==> src/rtl/control_sequencer_if.sv <==
// Control bundle between the sequencer and the datapath: the instruction
// register and halt request flow in, bus-drive/load enables and ALU select
// flow out.
interface control_sequencer_if;
  logic [31:0] IR;
  logic        Stop;
  logic        PCout, Zlowout, MDRout;
  logic        MARin, PCin, MDRin, IRin, Yin, ZLowIn;
  logic        IncPC, Read;
  logic [4:0]  ALU_op;
  logic        Gra, Grb, Grc, Rin, Rout, Cout;
  logic        Run;

  modport master (
    input  IR, Stop,
    output PCout, Zlowout, MDRout, MARin, PCin, MDRin, IRin, Yin, ZLowIn,
           IncPC, Read, ALU_op, Gra, Grb, Grc, Rin, Rout, Cout, Run
  );

  modport slave (
    output IR, Stop,
    input  PCout, Zlowout, MDRout, MARin, PCin, MDRin, IRin, Yin, ZLowIn,
           IncPC, Read, ALU_op, Gra, Grb, Grc, Rin, Rout, Cout, Run
  );
endinterface

==> src/rtl/control_sequencer.sv <==
// Moore control sequencer: three-step fetch (T0..T2), then a three-step
// execute (T3..T5) for reg-reg ALU ops and addi, or a Halt state. Outputs
// depend only on the current state and the opcode captured on leaving T2.
module control_sequencer (
  input  logic              Clock,
  input  logic              Clear,
  control_sequencer_if.master bus
);

  localparam logic [2:0] RESET_STATE = 3'd0;
  localparam logic [2:0] T0          = 3'd1;
  localparam logic [2:0] T1          = 3'd2;
  localparam logic [2:0] T2          = 3'd3;
  localparam logic [2:0] T3          = 3'd4;
  localparam logic [2:0] T4          = 3'd5;
  localparam logic [2:0] T5          = 3'd6;
  localparam logic [2:0] HALT        = 3'd7;

  localparam logic [4:0] OP_ADD  = 5'b00011;
  localparam logic [4:0] OP_SUB  = 5'b00100;
  localparam logic [4:0] OP_AND  = 5'b00101;
  localparam logic [4:0] OP_OR   = 5'b00110;
  localparam logic [4:0] OP_ADDI = 5'b01100;
  localparam logic [4:0] OP_HALT = 5'b11011;

  logic [2:0] state;
  logic [2:0] state_next;
  logic [4:0] opcode;
  logic [4:0] ir_op;

  // Opcodes that run the T3..T5 execute sequence.
  function automatic logic is_exec_op(input logic [4:0] op);
    return (op == OP_ADD) || (op == OP_SUB) || (op == OP_AND) ||
           (op == OP_OR)  || (op == OP_ADDI);
  endfunction

  assign ir_op = bus.IR[31:27];

  // Next-state selection; Stop is only honoured at the two instruction
  // boundaries (leaving T2 and leaving T5) so an instruction never stops
  // half-way through its register write.
  always_comb begin
    state_next = RESET_STATE;
    case (state)
      RESET_STATE: state_next = T0;
      T0:          state_next = T1;
      T1:          state_next = T2;
      T2: begin
        if (bus.Stop || ir_op == OP_HALT) state_next = HALT;
        else if (is_exec_op(ir_op))       state_next = T3;
        else                              state_next = T0;
      end
      T3:          state_next = T4;
      T4:          state_next = T5;
      T5:          state_next = bus.Stop ? HALT : T0;
      HALT:        state_next = HALT;
      default:     state_next = RESET_STATE;
    endcase
  end

  // State register; Clear aborts whatever is in flight.
  always_ff @(posedge Clock or posedge Clear) begin
    if (Clear) state <= RESET_STATE;
    else       state <= state_next;
  end

  // Capture the opcode on leaving T2 so later IR changes cannot disturb
  // the execute steps.
  always_ff @(posedge Clock or posedge Clear) begin
    if (Clear)           opcode <= 5'b00000;
    else if (state == T2) opcode <= ir_op;
  end

  // Output decode from state and captured opcode.
  always_comb begin
    bus.PCout   = 1'b0;
    bus.Zlowout = 1'b0;
    bus.MDRout  = 1'b0;
    bus.MARin   = 1'b0;
    bus.PCin    = 1'b0;
    bus.MDRin   = 1'b0;
    bus.IRin    = 1'b0;
    bus.Yin     = 1'b0;
    bus.ZLowIn  = 1'b0;
    bus.IncPC   = 1'b0;
    bus.Read    = 1'b0;
    bus.ALU_op  = 5'b00000;
    bus.Gra     = 1'b0;
    bus.Grb     = 1'b0;
    bus.Grc     = 1'b0;
    bus.Rin     = 1'b0;
    bus.Rout    = 1'b0;
    bus.Cout    = 1'b0;
    bus.Run     = 1'b1;
    case (state)
      T0: begin
        bus.PCout  = 1'b1;
        bus.MARin  = 1'b1;
        bus.IncPC  = 1'b1;
        bus.ZLowIn = 1'b1;
      end
      T1: begin
        bus.Zlowout = 1'b1;
        bus.PCin    = 1'b1;
        bus.Read    = 1'b1;
        bus.MDRin   = 1'b1;
      end
      T2: begin
        bus.MDRout = 1'b1;
        bus.IRin   = 1'b1;
      end
      T3: begin
        bus.Grb  = 1'b1;
        bus.Rout = 1'b1;
        bus.Yin  = 1'b1;
      end
      T4: begin
        bus.ZLowIn = 1'b1;
        if (opcode == OP_ADDI) begin
          bus.Cout   = 1'b1;
          bus.ALU_op = OP_ADD;
        end else begin
          bus.Grc    = 1'b1;
          bus.Rout   = 1'b1;
          bus.ALU_op = opcode;
        end
      end
      T5: begin
        bus.Zlowout = 1'b1;
        bus.Gra     = 1'b1;
        bus.Rin     = 1'b1;
      end
      HALT:    bus.Run = 1'b0;
      default: ;
    endcase
  end

endmodule

==> src/flat_wrapper.sv <==
// flat-port wrapper written by rule: the top's interface ports become plain ports
module control_sequencer_flat 
  (Clock, Clear, bus_IR, bus_Stop, bus_PCout, bus_Zlowout, bus_MDRout, bus_MARin, bus_PCin, bus_MDRin, bus_IRin, bus_Yin, bus_ZLowIn, bus_IncPC, bus_Read, bus_ALU_op, bus_Gra, bus_Grb, bus_Grc, bus_Rin, bus_Rout, bus_Cout, bus_Run);
  control_sequencer_if bus_i ();
  input  logic Clock;
  input  logic Clear;
  input wire logic [$bits(bus_i.IR)-1:0] bus_IR;
  input wire logic [$bits(bus_i.Stop)-1:0] bus_Stop;
  output wire logic [$bits(bus_i.PCout)-1:0] bus_PCout;
  output wire logic [$bits(bus_i.Zlowout)-1:0] bus_Zlowout;
  output wire logic [$bits(bus_i.MDRout)-1:0] bus_MDRout;
  output wire logic [$bits(bus_i.MARin)-1:0] bus_MARin;
  output wire logic [$bits(bus_i.PCin)-1:0] bus_PCin;
  output wire logic [$bits(bus_i.MDRin)-1:0] bus_MDRin;
  output wire logic [$bits(bus_i.IRin)-1:0] bus_IRin;
  output wire logic [$bits(bus_i.Yin)-1:0] bus_Yin;
  output wire logic [$bits(bus_i.ZLowIn)-1:0] bus_ZLowIn;
  output wire logic [$bits(bus_i.IncPC)-1:0] bus_IncPC;
  output wire logic [$bits(bus_i.Read)-1:0] bus_Read;
  output wire logic [$bits(bus_i.ALU_op)-1:0] bus_ALU_op;
  output wire logic [$bits(bus_i.Gra)-1:0] bus_Gra;
  output wire logic [$bits(bus_i.Grb)-1:0] bus_Grb;
  output wire logic [$bits(bus_i.Grc)-1:0] bus_Grc;
  output wire logic [$bits(bus_i.Rin)-1:0] bus_Rin;
  output wire logic [$bits(bus_i.Rout)-1:0] bus_Rout;
  output wire logic [$bits(bus_i.Cout)-1:0] bus_Cout;
  output wire logic [$bits(bus_i.Run)-1:0] bus_Run;
  assign bus_i.IR = bus_IR;
  assign bus_i.Stop = bus_Stop;
  assign bus_PCout = bus_i.PCout;
  assign bus_Zlowout = bus_i.Zlowout;
  assign bus_MDRout = bus_i.MDRout;
  assign bus_MARin = bus_i.MARin;
  assign bus_PCin = bus_i.PCin;
  assign bus_MDRin = bus_i.MDRin;
  assign bus_IRin = bus_i.IRin;
  assign bus_Yin = bus_i.Yin;
  assign bus_ZLowIn = bus_i.ZLowIn;
  assign bus_IncPC = bus_i.IncPC;
  assign bus_Read = bus_i.Read;
  assign bus_ALU_op = bus_i.ALU_op;
  assign bus_Gra = bus_i.Gra;
  assign bus_Grb = bus_i.Grb;
  assign bus_Grc = bus_i.Grc;
  assign bus_Rin = bus_i.Rin;
  assign bus_Rout = bus_i.Rout;
  assign bus_Cout = bus_i.Cout;
  assign bus_Run = bus_i.Run;
  control_sequencer u_core (.Clock(Clock), .Clear(Clear), .bus(bus_i));
endmodule
==> config.mk <==
export PLATFORM = sky130hd
export DESIGN_NAME = control_sequencer_flat
export DESIGN_NICKNAME = d
export VERILOG_FILES = /design/src/rtl/control_sequencer_if.sv /design/src/rtl/control_sequencer.sv /design/src/flat_wrapper.sv
export SDC_FILE = /design/constraint.sdc
export NUM_CORES = 1
export LEC_CHECK = 0
export CAP_MARGIN = 20
export CORE_AREA = 2 2 51 53
export DETAILED_ROUTE_END_ITERATION = 6
export DIE_AREA = 0 0 53 55
export PLACE_DENSITY = 0.82
export SLEW_MARGIN = 0
export SYNTH_ARGS = -nofsm -noshare
export SYNTH_HDL_FRONTEND = slang
export SYNTH_SLANG_ARGS = --single-unit
export TNS_END_PERCENT = 10
==> constraint.sdc <==
create_clock -name Clock -period 1.25 [get_ports Clock]
set_input_delay 0.1875 -clock Clock [delete_from_list [all_inputs] [get_ports Clock]]
set_output_delay 0.1875 -clock Clock [all_outputs]
set_load 0.02 [all_outputs]
Yosys cells after proc, flatten, opt, wreduce, memory -nomap -nowiden
Index checks and enable logic that the tools add are counted.
{"block": "word_totals", "regBits": 8, "latch_bits": 0, "mem_bits_rw": 0, "rom_bits": 0, "in_bits": 35, "output_inout_bits": 23, "word_cells": 43, "n_memories": 0}
{"block": "classes", "addsub": 0, "multipliers": 0, "n_div": 0, "order_cmp": 0, "eq_ne": 14, "n_shift": 0, "muxes": 19, "bitwise": 0, "reduce_logical": 8}
{"op": "$pmux W3 S8", "count": 1}
{"op": "$eq A5 B3 Y1 const B", "count": 3}
{"op": "$eq A3 B3 Y1 const B", "count": 4}
{"op": "$mux W1", "count": 12}
{"op": "$eq A5 B4 Y1 const B", "count": 2}
{"op": "$mux W5", "count": 2}
{"op": "$mux W3", "count": 3}
{"op": "$eq A3 B2 Y1 const B", "count": 2}
{"op": "$eq A5 B2 Y1 const B", "count": 1}
{"op": "$eq A5 B5 Y1 const B", "count": 1}
{"op": "$logic_or A1 B1 Y1", "count": 5}
{"op": "$reduce_or A2 Y1", "count": 2}
{"op": "$eq A3 B1 Y1 const B", "count": 1}
{"op": "$logic_not A3 Y1", "count": 1}
{"op": "$pmux W1 S2", "count": 1}

Logic depth before layout (Yosys ltp)
Gate-level depths: netlist (run 1).
{"block": "logic_depth", "ltp_word": 8, "ltp_mapped": 5}

Worst setup path before layout (run 1)
Ideal clock, no wire load.
{"block": "synth_path", "path_kind": "reg-to-output", "start": "reg u_core.state[1]", "end": "out bus_ALU_op[2]", "arrival_ns": 1.424, "setup_slack_ns": -0.361, "stages_incl_launch_ff": 5, "n_path_buf": 0, "path_cell_list": "dfrtp_1 -> and2b_1 -> nand2_2 -> nor2_2 -> and2_1"}
{"block": "synth_via", "elab_chain_len": 2}
{"item": "start, declared", "line_no": "control_sequencer.sv:26", "rtl": "logic [2:0] state;"}
{"item": "start signal, assigned", "line_no": "control_sequencer.sv:64", "rtl": "else state <= state_next;"}
{"item": "$eq A3 B3 Y1", "line_no": "control_sequencer.sv:95", "rtl": "case (state)"}
{"item": "$mux W5", "line_no": "control_sequencer.sv:95"}
{"item": "end, declared", "line_no": "flat_wrapper.sv:20", "rtl": "output wire logic [$bits(bus_i.ALU_op)-1:0] bus_ALU_op;"}
No other way between the ends.

Worst setup path after layout (run 1)
{"block": "layout_path", "start": "reg u_core.opcode[4]", "end": "out bus_Rout"}
{"block": "layout_via", "elab_chain_len": 3}
{"item": "start, declared", "line_no": "control_sequencer.sv:28", "rtl": "logic [4:0] opcode;"}
{"item": "start signal, assigned", "line_no": "control_sequencer.sv:71", "rtl": "else if (state == T2) opcode <= ir_op;"}
{"item": "$eq A5 B4 Y1", "line_no": "control_sequencer.sv:119", "rtl": "if (opcode == OP_ADDI) begin"}
{"item": "$mux W1", "line_no": "control_sequencer.sv:119"}
{"item": "$pmux W1 S2", "line_no": "control_sequencer.sv:95"}
{"item": "end, declared", "line_no": "flat_wrapper.sv:25", "rtl": "output wire logic [$bits(bus_i.Rout)-1:0] bus_Rout;"}
No other way between the ends.

==> results.txt, run 1 <==
Slowest cell on the critical path -> dfrtp_1
Status -> finished, violations left
Most used cell, CP -> buf_4
Crit. End Element -> output pin
First-pass GRT wire length -> 2430 microns
Critical Path, Cell by Cell -> nor4_4, buf_4, buf_4, a21oi_2, buf_4
Clock Sinks -> 8
Storage element area -> 200 sq um
CP required -> 1060 ps
DR DRC count -> 0
Register bit total from synthesis -> 8
Setup TNS -> -6230 ps
Vias/cell -> 4.35
Worst Max-Slew Pin Slew -> 290 ps
FP Rows -> 18
Critical path fanouts, max -> 3
Area of the multi-input gates -> 382 sq um
Mean post-synth cell area -> 9.44 sq um
Synth Cell Area -> 576 sq um
Power per cell area -> 922 nW/um^2
Post-synth EDFFs -> 0
RSZ-0062 raised after global routing -> true
Layout cells sized above 1 -> 69.9%
WP data arrival -> 1510 ps
Peak VDD IR -> 0.417 mV
Post-synth cell types -> 29
Max stage delay on crit path -> 400 ps
Max-slew headroom -> 80.5%
Synth async-reset ratio -> 100%
Clk_lat worst skew -> 260 ps
Post-synthesis net count -> 96
Leading register cell type out of synthesis -> dfrtp_1
CTS clk-pin slew, worst paths -> 50 ps
CTS tree -> done
Die width -> 53 microns
Die Footprint -> 2920 sq um
Overall die height -> 55 microns
Fin crit period -> 1690 ps
Antenna Cells -> 0
Hold Vio Cnt, Final -> 0
Vias in the first global route -> 585
Fill cells -> 227
Setup Crit Path Kind -> flop to output pin
GPL Wtd Cong -> 0.672
LEAKAGE -> 0.564 nW
Worst setup SP type -> flop
Post-route setup slack -> -444 ps
Cells after Synth -> 61
Failing checks -> setup timing
Initial core utilization -> 24.3%
Post-route antenna net violation count -> 0
Initial antenna violation count -> 0
Max Clk Rate -> 590 MHz
Total CTS buffers -> 3
Overall routing resource usage -> 12.4%
Overflow after GRT -> 0
Nets -> 150
Core area -> 2360 sq um
MaxCap Viol Count -> 0
Final Util -> 47.9%
Area Growth Syn to Fin -> 96.7%
Initial DRC count -> 2
Largest net degree at the start of global routing -> 9
Drt wl/cell -> 11.7 microns
Detailed Routing Iterations Pass 1 -> 2
Worst Clk Skew -> 5.47 ps
Period utilization -> 135%
I/O pin total -> 58
H-tree Lvls -> 1
Smallest hold slack -> 167 ps
Post-Route WL -> 1680 microns
Synthesis Warnings -> 0
Buffer levels on the longest clock path -> 2
Routed via count -> 622
Post-DP HPWL -> 1220 microns
Path category of the worst min-delay check -> input port to async pin
Post-cts hold buffer count -> 0
Root Driver -> clkbuf_4
Sequential fraction of the synthesis area -> 34.8%
Buffers on Ports -> 30
Final setup viols -> 25
Slew Viols, Final -> 0
cell usage in the layout, fill, tap and decap left out, drive strengths merged:
cell and instances:
nand2b 1, nand2 4, nor2b 2, maj3 1
o211ai 1, and2 5, o21ai 1, clkdlybuf4s50 7
a31oi 1, nor2 8, and3 1, nand3 1
and2b 1, mux2 5, or2b 2, a311oi 1
clkbuf 3, dfrtp 8, inv 2, o32ai 1
a41oi 1, a21oi 3, buf 51, nand3b 1
nor4 1
layout make-up:
| type | count | area share (%) |
|---|---|---|
| repair buffers | 58 | 42.7 |
| multi-input cells | 42 | 33.7 |
| flip-flops and latches | 8 | 17.7 |
| well taps | 30 | 3.31 |
| clock buffers | 3 | 1.99 |
| inverters | 2 | 0.663 |
synth_stat cells, types with 2 or more instances:
cell	instances	area share [%]
nor2_1	6	3.9
inv_1	2	1.3
mux2_2	2	3.9
nand2_1	2	1.3
buf_4	7	9.1
mux2_1	3	5.9
and2_1	5	5.4
dfrtp_1	8	35
nor2b_1	2	2.2
buf_6	2	3.9
a21oi_1	3	2.6
nand2_2	2	2.2
kinds of logic after synthesis:
family,synth area share (%)
DFF,34.8
adders and majority gates,1.96
AOI/OAI and AO/OA,10.4
and+or+nand+nor,28.7
buffers and inverters,14.3
muxes,9.78
registers in the layout, summed over array words and instances, names as in the netlist:
register	count
u_core.opcode	5
u_core.state	3
path summary, 6_finish.rpt:
kind / start / end / slack [ps] / depth (start not counted)
min in group Clock: u_core.opcode[2] / u_core.opcode[2] / 630 / 2
max in group asynchronous: Clear / u_core.opcode[0] / 850 / 2
worst max-delay path: u_core.opcode[4] / bus_Rout / -440 / 5
worst min register to register: u_core.opcode[2] / u_core.opcode[2] / 630 / 2
worst max register to register: u_core.state[0] / u_core.opcode[0] / -30 / 5
worst min-delay path: Clear / u_core.state[0] / 170 / 2
per-stage QoR:
stage	instances	cell area [sq um]	total power, mW	worst slack [ps]
floorplan	61	618	0.531	-108
global placement	135	1070	0.719	-533
detailed placement	135	1070	0.730	-563
CTS	141	1060	0.976	-477
global route	143	1130	1.12	-523
finish	143	1130	1.04	-444
critical path: cells and delay by family, from the launching register on:
kind	cells	cell delay [ps]
buffers and inverters	3	440
AOI/OAI and AO/OA	1	40
DFF	1	400
and+or+nand+nor	1	360
power by group:
part | switching, mW | internal (mW) | leakage [nW]
logic | 0.145 | 0.290 | 0.462
clock network | 0.0920 | 0.110 | 0.0138
registers | 0.0682 | 0.338 | 0.0877
total | 0.306 | 0.739 | 0.564
layer usage:
| layer | global-route usage (%) | routed length [microns] | up-vias |
|---|---|---|---|
| met4 | 8.97 | 43 | 0 |
| li1 | - | - | 308 |
| met5 | 0 | 0 | - |
| met2 | 21.7 | 893 | 27 |
| met3 | 4.03 | 122 | 5 |
| met1 | 12.4 | 621 | 282 |
timing repair:
action | CTS | global route
setup buffers | 3 | 2
pin swaps | 1 | 4
endpoints found under the setup margin | 28 | 30
cloned | 0 | 0
gates resized for setup | 107 | 15
Note: power is estimated with default switching activity, not from simulation.
==> run 2, diff against run 1 <==
- CAP_MARGIN: 20 -> not set
==> results of run 2 <==
Final layout, timing and power as in run 1 (identical DEF).
==> run 3, diff against run 2 <==
- SETUP_SLACK_MARGIN: not set -> 0.2
==> run 3 against run 2 <==
Against the previous run: the run still ends with setup timing left; routed wire length fell by 0.48%; die area did not move; via count rose by 3.4%; utilization rose by 0.42 points; clock-buffer cell count did not move; sequential cell count did not move; sequential share of layout area fell by 0.15 points; register-to-register slack barely moved; clock skew fell by 2.6 ps; non-clock buffer count rose by 1; sequential power barely moved; hold slack improved by 25 ps.
==> results.txt, run 3 (synthesis results as in run 1) <==
Critical path fanouts, max -> 3 (unchanged)
Fill cells -> 237 (was 227)
Antenna Cells -> 0 (unchanged)
Clk_lat worst skew -> 250 ps (was 260 ps)
Hold Vio Cnt, Final -> 0 (unchanged)
Crit. End Element -> output pin (unchanged)
Routed via count -> 643 (was 622)
Drt wl/cell -> 11.6 microns (was 11.7 microns)
Die width -> 53 microns (unchanged)
Largest net degree at the start of global routing -> 9 (unchanged)
Path category of the worst min-delay check -> input port to async pin (unchanged)
Area Growth Syn to Fin -> 98.5% (was 96.7%)
Buffer levels on the longest clock path -> 2 (unchanged)
Post-DP HPWL -> 1310 microns (was 1220 microns)
Post-Place Setup Slack -> -611 ps (was -563 ps)
CTS tree -> done (unchanged)
Crit path buffers/inverters -> 2 (was 3)
Setup Crit Path Kind -> flop to output pin (unchanged)
Core area -> 2360 sq um (unchanged)
Nets -> 151 (was 150)
LEAKAGE -> 0.551 nW (was 0.564 nW)
Internal -> 0.680 mW (was 0.739 mW)
Clk pwr share -> 20.2% (was 19.4%)
First-pass GRT wire length -> 2520 microns (was 2430 microns)
Die Footprint -> 2920 sq um (unchanged)
Post-Route WL -> 1670 microns (was 1680 microns)
Initial antenna violation count -> 0 (unchanged)
CP required -> 1060 ps (about the same)
Regs by FF count -> u_core.opcode (5), u_core.state (3) (unchanged)
Initial DRC count -> 8 (was 2)
CTS clk-pin slew, worst paths -> 60 ps (was 50 ps)
Worst setup SP type -> flop (unchanged)
Commonest non-fill, non-tap cell in the layout -> buf_4 (unchanged)
Slew Viols, Final -> 0 (unchanged)
Logic pwr share -> 38.0% (was 41.7%)
Max stage delay on crit path -> 410 ps (was 400 ps)
Overall die height -> 55 microns (unchanged)
Period utilization -> 128% (was 135%)
Vias/cell -> 4.47 (was 4.35)
Buffers on Ports -> 30 (unchanged)
Layout cells sized above 1 -> 71.9% (was 69.9%)
Post-route antenna net violation count -> 0 (unchanged)
Commonest non-fill, non-tap cells in the layout -> buf_4, buf_6, dfrtp_1 (was buf_4, buf_6, buf_2, dfrtp_1, clkdlybuf4s50_1)
Overflow after GRT -> 0 (unchanged)
Failing checks -> setup timing (unchanged)
Worst Clk Skew -> 2.82 ps (was 5.47 ps)
Seq pwr share -> 41.8% (was 38.9%)
Initial core utilization -> 24.3% (unchanged)
Fin crit period -> 1590 ps (was 1690 ps)
Net load switching power -> 0.294 mW (was 0.306 mW)
Biggest register -> u_core.opcode (unchanged)
Max-slew headroom -> 78.0% (was 80.5%)
Critical Path, Cell by Cell -> nor4_4, buf_4, nor2_4, and2_4, buf_6 (was nor4_4, buf_4, buf_4, a21oi_2, buf_4)
Post-route setup slack -> -344 ps (was -444 ps)
H-tree Lvls -> 1 (unchanged)
Worst Max-Slew Pin Slew -> 329 ps (was 290 ps)
Final Util -> 48.3% (was 47.9%)
WP data arrival -> 1410 ps (was 1510 ps)
RSZ-0062 raised after global routing -> true (unchanged)
Power per cell area -> 853 nW/um^2 (was 922 nW/um^2)
Status -> finished, violations left (unchanged)
Peak VDD IR -> 0.559 mV (was 0.417 mV)
MaxCap Viol Count -> 0 (unchanged)
Switching part of the total -> 30.2% (was 29.3%)
Detailed Routing Iterations Pass 1 -> 4 (was 2)
Root Driver -> clkbuf_4 (unchanged)
CP delay by family, top -> simple AND/OR/NAND/NOR gates (was buffers and inverters)
I/O pin total -> 58 (unchanged)
Max Clk Rate -> 627 MHz (was 590 MHz)
Overall routing resource usage -> 12.2% (was 12.4%)
Vias in the first global route -> 605 (was 585)
FP Rows -> 18 (unchanged)
Final setup viols -> 28 (was 25)
Total CTS buffers -> 3 (unchanged)
GPL Wtd Cong -> 0.745 (was 0.672)
Max reg flops -> 5 (unchanged)
Slowest cell on the critical path -> dfrtp_1 (unchanged)
Flop2flop setup slack -> -40 ps (was -30 ps)
DR DRC count -> 0 (unchanged)
Clock Sinks -> 8 (unchanged)
## run 3: routing by layer
| layer | GRT usage, % | up-vias | share of wire [%] |
|---|---|---|---|
| met4 | 6.41 | 0 | 0 |
| met3 | 2.42 | 0 | 8.0 |
| met5 | 0 | - | 0 |
| met2 | 23.1 | 33 | 53 |
| li1 | - | 312 | - |
| met1 | 12.8 | 298 | 39 |
## run 3: path summary, 6_finish.rpt
path	start	end	cells after the start
max reg2reg	u_core.state[1]	u_core.opcode[3]	5
max in group asynchronous	Clear	u_core.opcode[3]	2
max	u_core.opcode[4]	bus_ALU_op[3]	5
min reg2reg	u_core.opcode[3]	u_core.opcode[3]	2
min in group Clock	u_core.opcode[3]	u_core.opcode[3]	2
min	Clear	u_core.state[2]	2
## run 3: what timing repair did
action                                  4_1_cts  5_1_grt
endpoints found under the setup margin       31       31
resized for setup                           108       24
hold buffers                                  0        0
hold endpoints to repair                      0        0
pin swaps                                     2        7
setup buffers                                 2        5
## run 3: area by class of cell
type | count | area, sq um | area share, %
clock buffers | 3 | 22.5 | 1.97
inverters | 2 | 7.51 | 0.657
multi-input cells | 42 | 373 | 32.6
flip-flops and latches | 8 | 200 | 17.5
well taps | 30 | 37.5 | 3.29
repair buffers | 59 | 502 | 43.9
## run 3: stage by stage
step / std cells / setup TNS, ps / area (sq um) / power (mW) / hold slack [ps]
floorplan: 61 / -951 / 618 / 0.531 / 3.16
global placement: 134 / -8880 / 1050 / 0.723 / 454
detailed placement: 134 / -9590 / 1050 / 0.732 / 472
CTS: 139 / -5760 / 1050 / 0.961 / 196
global route: 144 / -6900 / 1140 / 1.04 / 220
finish: 144 / -5310 / 1140 / 0.974 / 192
## run 3: power groups by stage
| stage | Clock [mW] | Sequential (mW) | Combinational [mW] |
|---|---|---|---|
| floorplan | 0 | 0.407 | 0.124 |
| global placement | 0 | 0.401 | 0.323 |
| detailed placement | 0 | 0.407 | 0.325 |
| CTS | 0.205 | 0.409 | 0.347 |
| global route | 0.218 | 0.416 | 0.408 |
| finish | 0.196 | 0.407 | 0.370 |
